## config.mk

```make
export PLATFORM = sky130hd
export DESIGN_NAME = mem_arbiter_flat
export DESIGN_NICKNAME = d
export VERILOG_FILES = /design/src/rtl/mem_arbiter_if.sv /design/src/rtl/mem_arbiter.sv /design/src/flat_wrapper.sv
export SDC_FILE = /design/constraint.sdc
export NUM_CORES = 1
export LEC_CHECK = 0
export ABC_AREA = 1
export CELL_PAD_IN_SITES_DETAIL_PLACEMENT = 1
export CELL_PAD_IN_SITES_GLOBAL_PLACEMENT = 1
export CORE_MARGIN = 4
export CORE_UTILIZATION = 14
export DETAILED_ROUTE_END_ITERATION = 8
export PLACE_DENSITY_LB_ADDON = 0.2
export SLEW_MARGIN = 20
export SYNTH_ARGS = -nofsm -noshare
export SYNTH_HDL_FRONTEND = slang
export SYNTH_SLANG_ARGS = --single-unit
```

## constraint.sdc

```tcl
create_clock -name clk24 -period 1.5 [get_ports clk24]
set_clock_uncertainty 0.05 [all_clocks]
set_input_delay 0.45 -clock clk24 [delete_from_list [all_inputs] [get_ports clk24]]
set_output_delay 0.45 -clock clk24 [all_outputs]
set_load 0.005 [all_outputs]
```

## src/rtl/mem_arbiter_if.sv

```systemverilog
// Core-side request/response and RAM-side bus of mem_arbiter.
// slave = arbiter view, master = core + RAM view.
interface mem_arbiter_if #(parameter int ADDR_W = 12);
  logic              if_req_valid;
  logic [31:0]       if_addr;
  logic              if_req_ready;
  logic              if_rsp_valid;
  logic [31:0]       if_rsp_data;
  logic              if_rsp_err;

  logic              d_req_valid;
  logic              d_we;
  logic [1:0]        d_size;
  logic [31:0]       d_addr;
  logic [31:0]       d_wdata;
  logic              d_req_ready;
  logic              d_rsp_valid;
  logic [31:0]       d_rsp_data;
  logic              d_rsp_err;

  logic [ADDR_W-1:0] ram_addr;
  logic [3:0]        ram_we;
  logic [31:0]       ram_wdata;
  logic [31:0]       ram_rdata;

  modport slave (
    input  if_req_valid, if_addr, d_req_valid, d_we, d_size, d_addr, d_wdata, ram_rdata,
    output if_req_ready, if_rsp_valid, if_rsp_data, if_rsp_err,
           d_req_ready, d_rsp_valid, d_rsp_data, d_rsp_err,
           ram_addr, ram_we, ram_wdata
  );

  modport master (
    output if_req_valid, if_addr, d_req_valid, d_we, d_size, d_addr, d_wdata, ram_rdata,
    input  if_req_ready, if_rsp_valid, if_rsp_data, if_rsp_err,
           d_req_ready, d_rsp_valid, d_rsp_data, d_rsp_err,
           ram_addr, ram_we, ram_wdata
  );
endinterface

```

## src/rtl/mem_arbiter.sv

```systemverilog
// Single-port RAM arbiter between instruction fetch and load/store, one grant per cycle.
// Optional MISALIGN_ERR_EN: misaligned requests are granted without writing and answered with err.
module mem_arbiter #(
  parameter int ADDR_W       = 12,
  parameter int STARVE_LIMIT = 3
) (
  input logic           clk24,
  input logic           reset,
  mem_arbiter_if.slave  bus
);

  logic [3:0]  starve_cnt;
  logic        f_force, d_gnt, f_gnt;
  logic [1:0]  d_lane;
  logic [3:0]  d_be;
  logic        d_mis, f_mis;

  logic        f_rsp_q, d_rsp_q, d_we_q, f_err_q, d_err_q;
  logic [1:0]  d_size_q, d_lane_q;
  logic [31:0] rd_sh, rd_mask;

  // Data normally wins; a fetch that has waited STARVE_LIMIT cycles takes the slot.
  always_comb begin
    f_force = bus.if_req_valid && (starve_cnt == 4'(STARVE_LIMIT));
    d_gnt   = !reset && bus.d_req_valid && !f_force;
    f_gnt   = !reset && bus.if_req_valid && !d_gnt;
  end

  always_comb begin
    d_lane = 2'd0;
    d_be   = 4'b1111;
    unique case (bus.d_size)
      2'd0: begin
        d_lane = bus.d_addr[1:0];
        d_be   = 4'b0001 << bus.d_addr[1:0];
      end
      2'd1: begin
        d_lane = {bus.d_addr[1], 1'b0};
        d_be   = bus.d_addr[1] ? 4'b1100 : 4'b0011;
      end
      default: begin
        d_lane = 2'd0;
        d_be   = 4'b1111;
      end
    endcase
  end

`ifdef MISALIGN_ERR_EN
  assign d_mis = ((bus.d_size == 2'd1) && bus.d_addr[0]) ||
                 (bus.d_size[1] && (bus.d_addr[1:0] != 2'b00));
  assign f_mis = (bus.if_addr[1:0] != 2'b00);
`else
  assign d_mis = 1'b0;
  assign f_mis = 1'b0;
`endif

  assign bus.d_req_ready  = d_gnt;
  assign bus.if_req_ready = f_gnt;
  assign bus.ram_addr     = d_gnt ? bus.d_addr[ADDR_W+1:2] : bus.if_addr[ADDR_W+1:2];
  assign bus.ram_we       = (d_gnt && bus.d_we && !d_mis) ? d_be : 4'b0000;
  assign bus.ram_wdata    = bus.d_wdata << {d_lane, 3'b000};

  always_ff @(posedge clk24) begin
    if (reset) begin
      starve_cnt <= '0;
    end else if (f_gnt || !bus.if_req_valid) begin
      starve_cnt <= '0;
    end else if (starve_cnt != 4'(STARVE_LIMIT)) begin
      starve_cnt <= starve_cnt + 4'd1;
    end
  end

  always_ff @(posedge clk24) begin
    if (reset) begin
      f_rsp_q  <= 1'b0;
      d_rsp_q  <= 1'b0;
      f_err_q  <= 1'b0;
      d_err_q  <= 1'b0;
      d_we_q   <= 1'b0;
      d_size_q <= 2'd0;
      d_lane_q <= 2'd0;
    end else begin
      f_rsp_q <= f_gnt;
      d_rsp_q <= d_gnt;
      f_err_q <= f_gnt && f_mis;
      d_err_q <= d_gnt && d_mis;
      if (d_gnt) begin
        d_we_q   <= bus.d_we;
        d_size_q <= bus.d_size;
        d_lane_q <= d_lane;
      end
    end
  end

  // Load data comes straight off the RAM read port, aligned and zero-extended.
  always_comb begin
    rd_sh = bus.ram_rdata >> {d_lane_q, 3'b000};
    unique case (d_size_q)
      2'd0:    rd_mask = {24'h0, rd_sh[7:0]};
      2'd1:    rd_mask = {16'h0, rd_sh[15:0]};
      default: rd_mask = rd_sh;
    endcase
  end

  // Outputs are masked by reset so a response in flight at reset is never presented.
  assign bus.if_rsp_valid = f_rsp_q && !reset;
  assign bus.if_rsp_err   = f_err_q && !reset;
  assign bus.if_rsp_data  = (bus.if_rsp_valid && !f_err_q) ? bus.ram_rdata : 32'h0;
  assign bus.d_rsp_valid  = d_rsp_q && !reset;
  assign bus.d_rsp_err    = d_err_q && !reset;
  assign bus.d_rsp_data   = (bus.d_rsp_valid && !d_we_q && !d_err_q) ? rd_mask : 32'h0;

  logic unused_addr;
  assign unused_addr = ^{bus.if_addr[31:ADDR_W+2], bus.if_addr[1:0], bus.d_addr[31:ADDR_W+2]};

endmodule

```

## src/flat_wrapper.sv

```systemverilog
// flat-port wrapper written by rule: the top's interface ports become plain ports
module mem_arbiter_flat 
#(
  parameter int ADDR_W       = 12,
  parameter int STARVE_LIMIT = 3
)
  (clk24, reset, bus_if_req_valid, bus_if_addr, bus_d_req_valid, bus_d_we, bus_d_size, bus_d_addr, bus_d_wdata, bus_ram_rdata, bus_if_req_ready, bus_if_rsp_valid, bus_if_rsp_data, bus_if_rsp_err, bus_d_req_ready, bus_d_rsp_valid, bus_d_rsp_data, bus_d_rsp_err, bus_ram_addr, bus_ram_we, bus_ram_wdata);
  mem_arbiter_if #(.ADDR_W(ADDR_W)) bus_i ();
  input logic clk24;
  input logic reset;
  input wire logic [$bits(bus_i.if_req_valid)-1:0] bus_if_req_valid;
  input wire logic [$bits(bus_i.if_addr)-1:0] bus_if_addr;
  input wire logic [$bits(bus_i.d_req_valid)-1:0] bus_d_req_valid;
  input wire logic [$bits(bus_i.d_we)-1:0] bus_d_we;
  input wire logic [$bits(bus_i.d_size)-1:0] bus_d_size;
  input wire logic [$bits(bus_i.d_addr)-1:0] bus_d_addr;
  input wire logic [$bits(bus_i.d_wdata)-1:0] bus_d_wdata;
  input wire logic [$bits(bus_i.ram_rdata)-1:0] bus_ram_rdata;
  output wire logic [$bits(bus_i.if_req_ready)-1:0] bus_if_req_ready;
  output wire logic [$bits(bus_i.if_rsp_valid)-1:0] bus_if_rsp_valid;
  output wire logic [$bits(bus_i.if_rsp_data)-1:0] bus_if_rsp_data;
  output wire logic [$bits(bus_i.if_rsp_err)-1:0] bus_if_rsp_err;
  output wire logic [$bits(bus_i.d_req_ready)-1:0] bus_d_req_ready;
  output wire logic [$bits(bus_i.d_rsp_valid)-1:0] bus_d_rsp_valid;
  output wire logic [$bits(bus_i.d_rsp_data)-1:0] bus_d_rsp_data;
  output wire logic [$bits(bus_i.d_rsp_err)-1:0] bus_d_rsp_err;
  output wire logic [$bits(bus_i.ram_addr)-1:0] bus_ram_addr;
  output wire logic [$bits(bus_i.ram_we)-1:0] bus_ram_we;
  output wire logic [$bits(bus_i.ram_wdata)-1:0] bus_ram_wdata;
  assign bus_i.if_req_valid = bus_if_req_valid;
  assign bus_i.if_addr = bus_if_addr;
  assign bus_i.d_req_valid = bus_d_req_valid;
  assign bus_i.d_we = bus_d_we;
  assign bus_i.d_size = bus_d_size;
  assign bus_i.d_addr = bus_d_addr;
  assign bus_i.d_wdata = bus_d_wdata;
  assign bus_i.ram_rdata = bus_ram_rdata;
  assign bus_if_req_ready = bus_i.if_req_ready;
  assign bus_if_rsp_valid = bus_i.if_rsp_valid;
  assign bus_if_rsp_data = bus_i.if_rsp_data;
  assign bus_if_rsp_err = bus_i.if_rsp_err;
  assign bus_d_req_ready = bus_i.d_req_ready;
  assign bus_d_rsp_valid = bus_i.d_rsp_valid;
  assign bus_d_rsp_data = bus_i.d_rsp_data;
  assign bus_d_rsp_err = bus_i.d_rsp_err;
  assign bus_ram_addr = bus_i.ram_addr;
  assign bus_ram_we = bus_i.ram_we;
  assign bus_ram_wdata = bus_i.ram_wdata;
  mem_arbiter #(.ADDR_W(ADDR_W), .STARVE_LIMIT(STARVE_LIMIT)) u_core (.clk24(clk24), .reset(reset), .bus(bus_i));
endmodule
```

* Yosys cells after proc, flatten, opt, wreduce, memory -nomap -nowiden
Cells that the tools add are included.
** Operators by class
- Shift-type cells :: 3
- $add $sub $neg :: 1
- Multiplexer cells :: 8
- Eq/ne operators :: 4
- Reduce and logical (&&, ||, !) cells :: 18
** Operators by type and width (number)
- 32-bit two-way mux :: 2
- 32-bit one-hot mux with 2 select lines :: 1
- 32-bit by 5-bit left shift with 32-bit output :: 1
- 32-bit by 5-bit right shift with 32-bit output :: 1
- 12-bit two-way mux :: 1
- 1-bit logical AND :: 9
- 4-bit two-way mux :: 2
- 4-bit one-hot mux with 2 select lines :: 1
- 1-bit logical NOT :: 5
- 4-bit by 1-bit adder with 4-bit output, second input constant :: 1
- 2-bit by 1-bit == test with 1-bit output, second input constant :: 2
- 4-bit by 2-bit == test with 1-bit output, second input constant :: 1
- 2-bit logical NOT :: 2
- 4-bit by 2-bit inequality test with 1-bit output, second input constant :: 1
- 2-bit one-hot mux with 2 select lines :: 1
- 1-bit by 2-bit left shift with 4-bit output, first input constant :: 1
- 2-bit OR reduction :: 1
- 1-bit logical OR :: 1
** Word-level totals
- Output and inout bits :: 118
- Bits in registers :: 11
- Input port bits :: 135
- Logic and storage cells :: 40

* Logic depth before layout (Yosys ltp)
Gate-level depths: netlist of the first run.
- Depth after elaboration :: 8
- Mapped depth :: 7
- Depth with buffers taken out :: 6

* Least setup slack after synthesis of the first run
Ideal clock, no wire load.
- Path type :: reg-to-output
- Start :: register u_core.starve_cnt[0]
- End :: output bus_ram_addr[10]
- Path buffers :: 1
- Stages on the path, launching flop included :: 8
- Required time :: 1.000 ns
- Path slack :: -0.153 ns
- Data arrival time :: 1.153 ns
- Cells stage by stage :: dfxtp_1 ha_1 nand3_1 nand2_1 inv_2 buf_2 nand2_1 nand2_1
** Between the ends
- Cells in the longest elaborated chain, start to end :: 5
** Ends and longest elaborated chain
- start, declared :: line mem_arbiter.sv:12 : logic [3:0] starve_cnt;
- start signal, assigned :: line mem_arbiter.sv:69 : starve_cnt <= starve_cnt + 4'd1;
- 4-bit by 2-bit == test with 1-bit output :: line mem_arbiter.sv:24 : f_force = bus.if_req_valid && (starve_cnt == 4'(STARVE_LIMIT));
- 1-bit logical AND :: line mem_arbiter.sv:24
- 1-bit logical NOT :: line mem_arbiter.sv:25 : d_gnt = !reset && bus.d_req_valid && !f_force;
- 1-bit logical AND :: line mem_arbiter.sv:25
- named net bus_d_req_ready :: line flat_wrapper.sv:23 : output wire logic [$bits(bus_i.d_req_ready)-1:0] bus_d_req_ready;
- 12-bit two-way mux :: line mem_arbiter.sv:59 : assign bus.ram_addr = d_gnt ? bus.d_addr[ADDR_W+1:2] : bus.if_addr[ADDR_W+1:2];
- end, declared :: line flat_wrapper.sv:27 : output wire logic [$bits(bus_i.ram_addr)-1:0] bus_ram_addr;
The timed path passes the listed nets, and every way through them passes these cells.

* Worst setup path after layout of the first run
- Start :: input bus_if_req_valid
- End :: output bus_ram_addr[5]
** Between the ends
- Cells in the longest elaborated chain, start to end :: 4
** Ends and longest elaborated chain
- start, declared :: line flat_wrapper.sv:11 : input wire logic [$bits(bus_i.if_req_valid)-1:0] bus_if_req_valid;
- 1-bit logical AND :: line mem_arbiter.sv:24
- 1-bit logical NOT :: line mem_arbiter.sv:25
- 1-bit logical AND :: line mem_arbiter.sv:25
- 12-bit two-way mux :: line mem_arbiter.sv:59
No other way between the ends.

==> flow_metrics.tcl, run 1 <==
set metrics [dict create \
    status "complete, but fails checks" \
    violations "negative setup slack" \
    stdcell_count 962 \
    die_area_um2 17500 \
    grt.total_usage_pct 17.8 \
    wl_per_cell_um 17.0 \
    start_util_pct 14.3 \
    synthDistinctLibCells 28 \
    slew_headroom_pct 64.2 \
    power_switching_uw 985 \
    core.rowCount 45 \
    worstPathArrival_ps 1460 \
    ctsHtreeMaxLevel 1 \
    setup_ws_ps -459 \
    regArea_um2 229 \
    post-route-period-util_pct 131 \
    start_kind "input pin" \
    synth_cells 444 \
    max-cap-violations 0 \
    rsz0062_at_grt "yes" \
    synthToLayoutAreaGrowth_pct 214 \
    coreArea_um2 15100 \
    cts_root_buf "clkbuf_16" \
    design_area_um2 6790 \
    synth-seq-area-share_pct 10.2 \
    drtIter0Drc 87 \
    fin_crit_ps 1960 \
    multi_input_area_um2 2580 \
    yosys_warnings 0 \
    placed_area_um2 5100 \
    die_w_um 132 \
    worstSetupPathType "in2out" \
    synth.area.top_cells "nand2_1 21%, nor2_1 13%, inv_1 13%" \
    critPathRequiredTime_ps 1000 \
    clockBufferDepth 2 \
    gp_congestion 0.795 \
    cts_tree "yes" \
    wl_um 16300 \
    fillers 1858 \
    die_h_um 132 \
    p_seq_share_pct 12.6 \
    pwr-share-clk_pct 19.1 \
    hold_path_class "in2reg" \
    numClockSinks 11 \
    grt-ovfl-total 0 \
    first_pass_iters 4 \
    grt_pass1_vias 4705 \
    antenna_found_initial 3 \
    grt_pass1_wl_um 25400 \
    p_per_area_nw_per_um2 377 \
    worstMarginPinSlew_ps 533 \
    pre_cts_slack_ps -1390 \
    cts_hold_buf 0 \
    clk_pin_slew_ps 40 \
    io_pins 253 \
    vdd_drop_max_uv 265 \
    hold_viol 0 \
    internal_power_uw 1580 \
    synth_top_area_share_pct 21.0 \
    p_leak_uw 0.00338 \
    clock_latency_ps 240 \
    crit_fanout 5 \
    avgViaCountPerCell 4.35 \
    max_freq_mhz 510 \
    nets 908 \
    synth_area_per_cell_um2 4.87 \
    setup_viol 114 \
    hold_slack_ps 354 \
    numCtsBuffers 3 \
    synth_area_leader_cell "nand2_1" \
    synth-seq-cells 11 \
    port_buffers 212 \
    drive_above_1_share_pct 65.5 \
    syn_area_um2 2160 \
    p_comb_share_pct 68.4 \
    switching_share_pct 38.4 \
    finalSetupTns_ps -34400 \
    vias 4185 \
    place_inst 882 \
    slew_violations 0 \
    worstSetupEndpointType "output pin" \
    drc_errors 0 \
    dp_hpwl_um 11000 \
    drtAntennaViolNets 0 \
    grt_max_degree 17 \
]
power by group through the flow:
stage	Sequential [µW]	Combinational, µW	Clock, µW
after CTS	321	1600	491
after floorplan	319	454	0
after global routing	323	1890	516
after detailed placement	322	1270	0
after global placement	322	1250	0
final	322	1750	488
flip-flops by register name, summed over array words and instances, names as in the netlist:
register,count
u_core.d_rsp_q,1
u_core.f_rsp_q,1
u_core.d_size_q,2
u_core.starve_cnt,4
u_core.d_lane_q,2
u_core.d_we_q,1
routing by layer:
layer | up-vias | global-route usage [%] | routed length (µm)
met4 | 0 | 4.21 | 325
met3 | 18 | 4.01 | 950
met1 | 1980 | 19.9 | 6370
met5 | - | 0 | 0
met2 | 133 | 33.9 | 8700
li1 | 2054 | - | -
cells in the mapped netlist:
cell,count
nand2_1,121
nor2_1,77
inv_1,76
o21ai_0,43
o211ai_1,20
a21oi_1,18
buf_2,17
nand3_1,15
nor3_1,12
dfxtp_1,11
buf_4,7
clkbuf_1,4
nor2_2,3
o22ai_1,3
inv_2,2
nor2_4,2
o21ai_1,2
buf_6,1
conb_1,1
ha_1,1
nand2_2,1
nand3_2,1
nand4_1,1
nand4_2,1
nor3b_1,1
or2_2,1
xnor2_1,1
xor2_1,1
worst max-delay path: stages:
cell,delay (ps)
clkdlybuf4s15_1,240
nand3_4,160
nand2_8,110
buf_16,160
buf_8,120
nand2_4,50
nand2_2,50
buf_6,110
worst paths after layout:
check / depth (start not counted) / start / to / slack, ps
worst max-delay path: 8 / bus_if_req_valid / bus_ram_addr[5] / -460
worst min-delay path: 2 / reset / u_core.d_we_q / 350
worst max register to register: 9 / u_core.starve_cnt[1] / u_core.d_lane_q[0] / 20
worst min register to register: 2 / u_core.d_we_q / u_core.d_we_q / 420
logic make-up (layout without fill, tap and decap cells):
group | count (synthesis) | in the layout | share of synthesized area, %
other | 1 | 5 | 0.173
AOI/OAI and AO/OA | 86 | 86 | 22.4
adders and majority gates | 1 | 1 | 0.578
buffers and inverters | 107 | 432 | 21.1
DFF | 11 | 11 | 10.2
and+or+nand+nor | 236 | 237 | 44.8
xor gates and xnor gates | 2 | 2 | 0.810
final cells by class:
| cell class | instances | area share (%) |
|---|---|---|
| repair buffers | 349 | 48.5 |
| repair inverters | 1 | 0.166 |
| multi-input cells | 328 | 38.1 |
| flip-flops and latches | 11 | 3.37 |
| diodes | 3 | 0.111 |
| well taps | 188 | 3.46 |
| clock buffers | 4 | 1.16 |
| inverters | 78 | 5.20 |
what timing repair did:
| item | 4_1_cts | 5_1_grt |
|---|---|---|
| buffers inserted | 54 | 15 |
| setup endpoints to repair | 124 | 119 |
| resized for setup | 868 | 168 |
| pin swaps | 88 | 49 |
| gates cloned | 19 | 1 |
metrics by stage:
stage | util, % | power (µW)
3_3_place_gp | 33.7 | 1570
3_5_place_dp | 33.7 | 1590
2_1_floorplan | - | 773
6_report | 44.8 | 2560
4_1_cts | 41.1 | 2410
5_1_grt | 44.8 | 2730
layout by cell type, fill, tap and decap left out, types with 5 or more instances in the layout:
master and instances:
nand2_4 21, nand3_1 7, buf_4 67, dfxtp_1 6
buf_12 19, nand3_2 5, nor2_1 15, a21oi_2 9
o211ai_1 20, nand3_4 5, dlygate4sd2_1 35, nand2_1 53
clkdlybuf4s15_1 11, o21ai_1 16, a21oi_1 9, buf_6 56
clkbuf_16 5, o21ai_4 5, nor2_2 15, nand2_2 46
nor3_2 7, clkdlybuf4s50_1 35, buf_8 13, o21ai_2 23
nor2_4 52, inv_1 47, buf_2 96, buf_16 8
inv_2 24
Note: power is estimated with default switching activity, not from simulation.
==> run 2: changes to the inputs <==
--- a/config.mk
+++ b/config.mk
@@ -6,12 +6,13 @@
 export NUM_CORES = 1
 export LEC_CHECK = 0
 export ABC_AREA = 1
+export ABC_CLOCK_PERIOD_IN_PS = 1500
 export CELL_PAD_IN_SITES_DETAIL_PLACEMENT = 1
 export CELL_PAD_IN_SITES_GLOBAL_PLACEMENT = 1
 export CORE_MARGIN = 4
 export CORE_UTILIZATION = 14
 export DETAILED_ROUTE_END_ITERATION = 8
-export PLACE_DENSITY_LB_ADDON = 0.2
+export PLACE_DENSITY = 0.85
 export SLEW_MARGIN = 20
 export SYNTH_ARGS = -nofsm -noshare
 export SYNTH_HDL_FRONTEND = slang
==> run 2 against run 1 <==
Setup slack worse by 160 ps. Via count up 11%. Non-clock buffer count up 36. Highest routed layer is now met5. Routed wire length increased by 28%. Critical path depth up 2. The flow still finishes with violations (negative setup slack). Sequential share of layout area is essentially flat. Clock-buffer cell count is the same. Largest power group unchanged.
==> flow_metrics.tcl, run 2 (synthesized netlist as in run 1, its figures left out) <==
set metrics [dict create \
    status "complete, but fails checks" \
    violations "negative setup slack" \
    drc_errors 0 \
    start_kind "input pin" \
    max-cap-violations 0 \
    start_util_pct 14.3 \
    p_per_area_nw_per_um2 382 \
    cts_tree "yes" \
    grt.total_usage_pct 20.0 \
    ctsHtreeMaxLevel 1 \
    critPathBufInv 6 \
    fin_crit_ps 2120 \
    worstSetupPathType "in2out" \
    numClockSinks 11 \
    largest_reg_flops 4 \
    final_cell_mix "103 x buf_2, 83 x buf_6, 71 x buf_4, 58 x nand2_1, 49 x nor2_4" \
    worstPathArrival_ps 1620 \
    max_freq_mhz 472 \
    vias 4659 \
    coreArea_um2 15100 \
    finalPower_uw 2690 \
    grt-ovfl-total 0 \
    clock_latency_ps 240 \
    slew_violations 0 \
    regArea_um2 234 \
    synthToLayoutAreaGrowth_pct 225 \
    rsz0062_at_grt "yes" \
    cts_root_buf "clkbuf_16" \
    grt_pass1_wl_um 27800 \
    drive_above_1_share_pct 64.9 \
    crit_fanout 8 \
    antenna_found_initial 1 \
    critPathTopFamily "buffers and inverters" \
    setup_ws_ps -617 \
    multi_input_area_um2 2540 \
    crit-reg2reg-launch "u_core.starve_cnt[0]" \
    hold_start "reset" \
    worstSetupEndpointType "output pin" \
    finalSetupTns_ps -44030 \
    hold_viol 0 \
    top_register "u_core.starve_cnt" \
    die_h_um 132 \
    drtAntennaViolNets 0 \
    p_leak_uw 0.00352 \
    nets 944 \
    wl_per_cell_um 21.0 \
    setup_viol 116 \
    die_area_um2 17500 \
    hold_path_class "in2reg" \
    cts_hold_buf 0 \
    clk_pin_slew_ps 40 \
    wl_um 20900 \
    avgViaCountPerCell 4.68 \
    port_buffers 212 \
    startpoint "bus_d_size[1]" \
    fillers 1757 \
    drtIter0Drc 133 \
    max_stage_delay_ps 180 \
    io_pins 253 \
    insertedDiodeCount 0 \
    first_pass_iters 4 \
    critPathRequiredTime_ps 1000 \
    cpMaxStageDelayCell "nor2_4" \
    die_w_um 132 \
    final_common_cell "buf_2" \
    numCtsBuffers 3 \
    grt_max_degree 18 \
    grt_pass1_vias 5095 \
    final_core_utilization_pct 46.5 \
    clockBufferDepth 2 \
    gp_congestion 0.856 \
    vdd_drop_max_uv 290 \
    core.rowCount 45 \
    post-route-period-util_pct 141 \
    top_regs "u_core.starve_cnt (4), u_core.d_lane_q (2), u_core.d_size_q (2)" \
    dp_hpwl_um 11100 \
    crit_chain "buf_12 > buf_8 > nor2_4 > nor2_4 > buf_6 > inv_8 > buf_12 > o211ai_1 > nand2_1 > buf_2" \
]
[run 2: final timing paths]
check,to,depth (start not counted),slack [ps]
max reg2reg,u_core.d_lane_q[0],9,90
min,u_core.d_we_q,2,350
max,bus_ram_wdata[25],10,-620
min reg2reg,u_core.d_we_q,2,440
[run 2: what timing repair did]
item / 4_1_cts / 5_1_grt
gates resized for setup: 832 / 168
buffers inserted: 76 / 24
pin swaps: 72 / 52
endpoints found under the setup margin: 123 / 116
gates cloned: 15 / 0
[run 2: power by group]
part           leakage [µW]  switching [µW]  total (µW)  internal, µW
sequential        0.0000935            16.3         323           306
combinational       0.00338             922        1870           946
clock             0.0000382             140         497           358
[run 2: layout make-up]
class / count / share of cell area (%)
Clock buffer: 4 / 1.12
Sequential cell: 11 / 3.33
Multi-Input combinational cell: 329 / 36.0
Inverter: 78 / 4.87
Tap cell: 188 / 3.34
Timing Repair Buffer: 385 / 51.3
[run 2: per-layer routing]
layer | share of wire (%) | global-route usage, %
met5 | 0.034 | 0
met4 | 4.7 | 8.66
met3 | 7.1 | 5.88
met2 | 55 | 40.1
met1 | 34 | 18.5
[run 2: through the flow]
stage / setup WS [ps] / hold slack [ps] / cells / area, µm²
floorplan: -47.8 / 383 / 445 / 2360
detailed placement: -1480 / 418 / 893 / 5180
global placement: -1470 / 401 / 893 / 5180
CTS: -650 / 348 / 984 / 6440
global route: -670 / 365 / 995 / 7040
finish: -617 / 352 / 995 / 7040
==> run 3: changes to the inputs <==
--- a/config.mk
+++ b/config.mk
@@ -7,6 +7,7 @@
 export LEC_CHECK = 0
 export ABC_AREA = 1
 export ABC_CLOCK_PERIOD_IN_PS = 1500
+export CAP_MARGIN = 10
 export CELL_PAD_IN_SITES_DETAIL_PLACEMENT = 1
 export CELL_PAD_IN_SITES_GLOBAL_PLACEMENT = 1
 export CORE_MARGIN = 4
==> results of run 3 <==
Same layout as run 2: the final DEF is identical, and so are final timing and power.
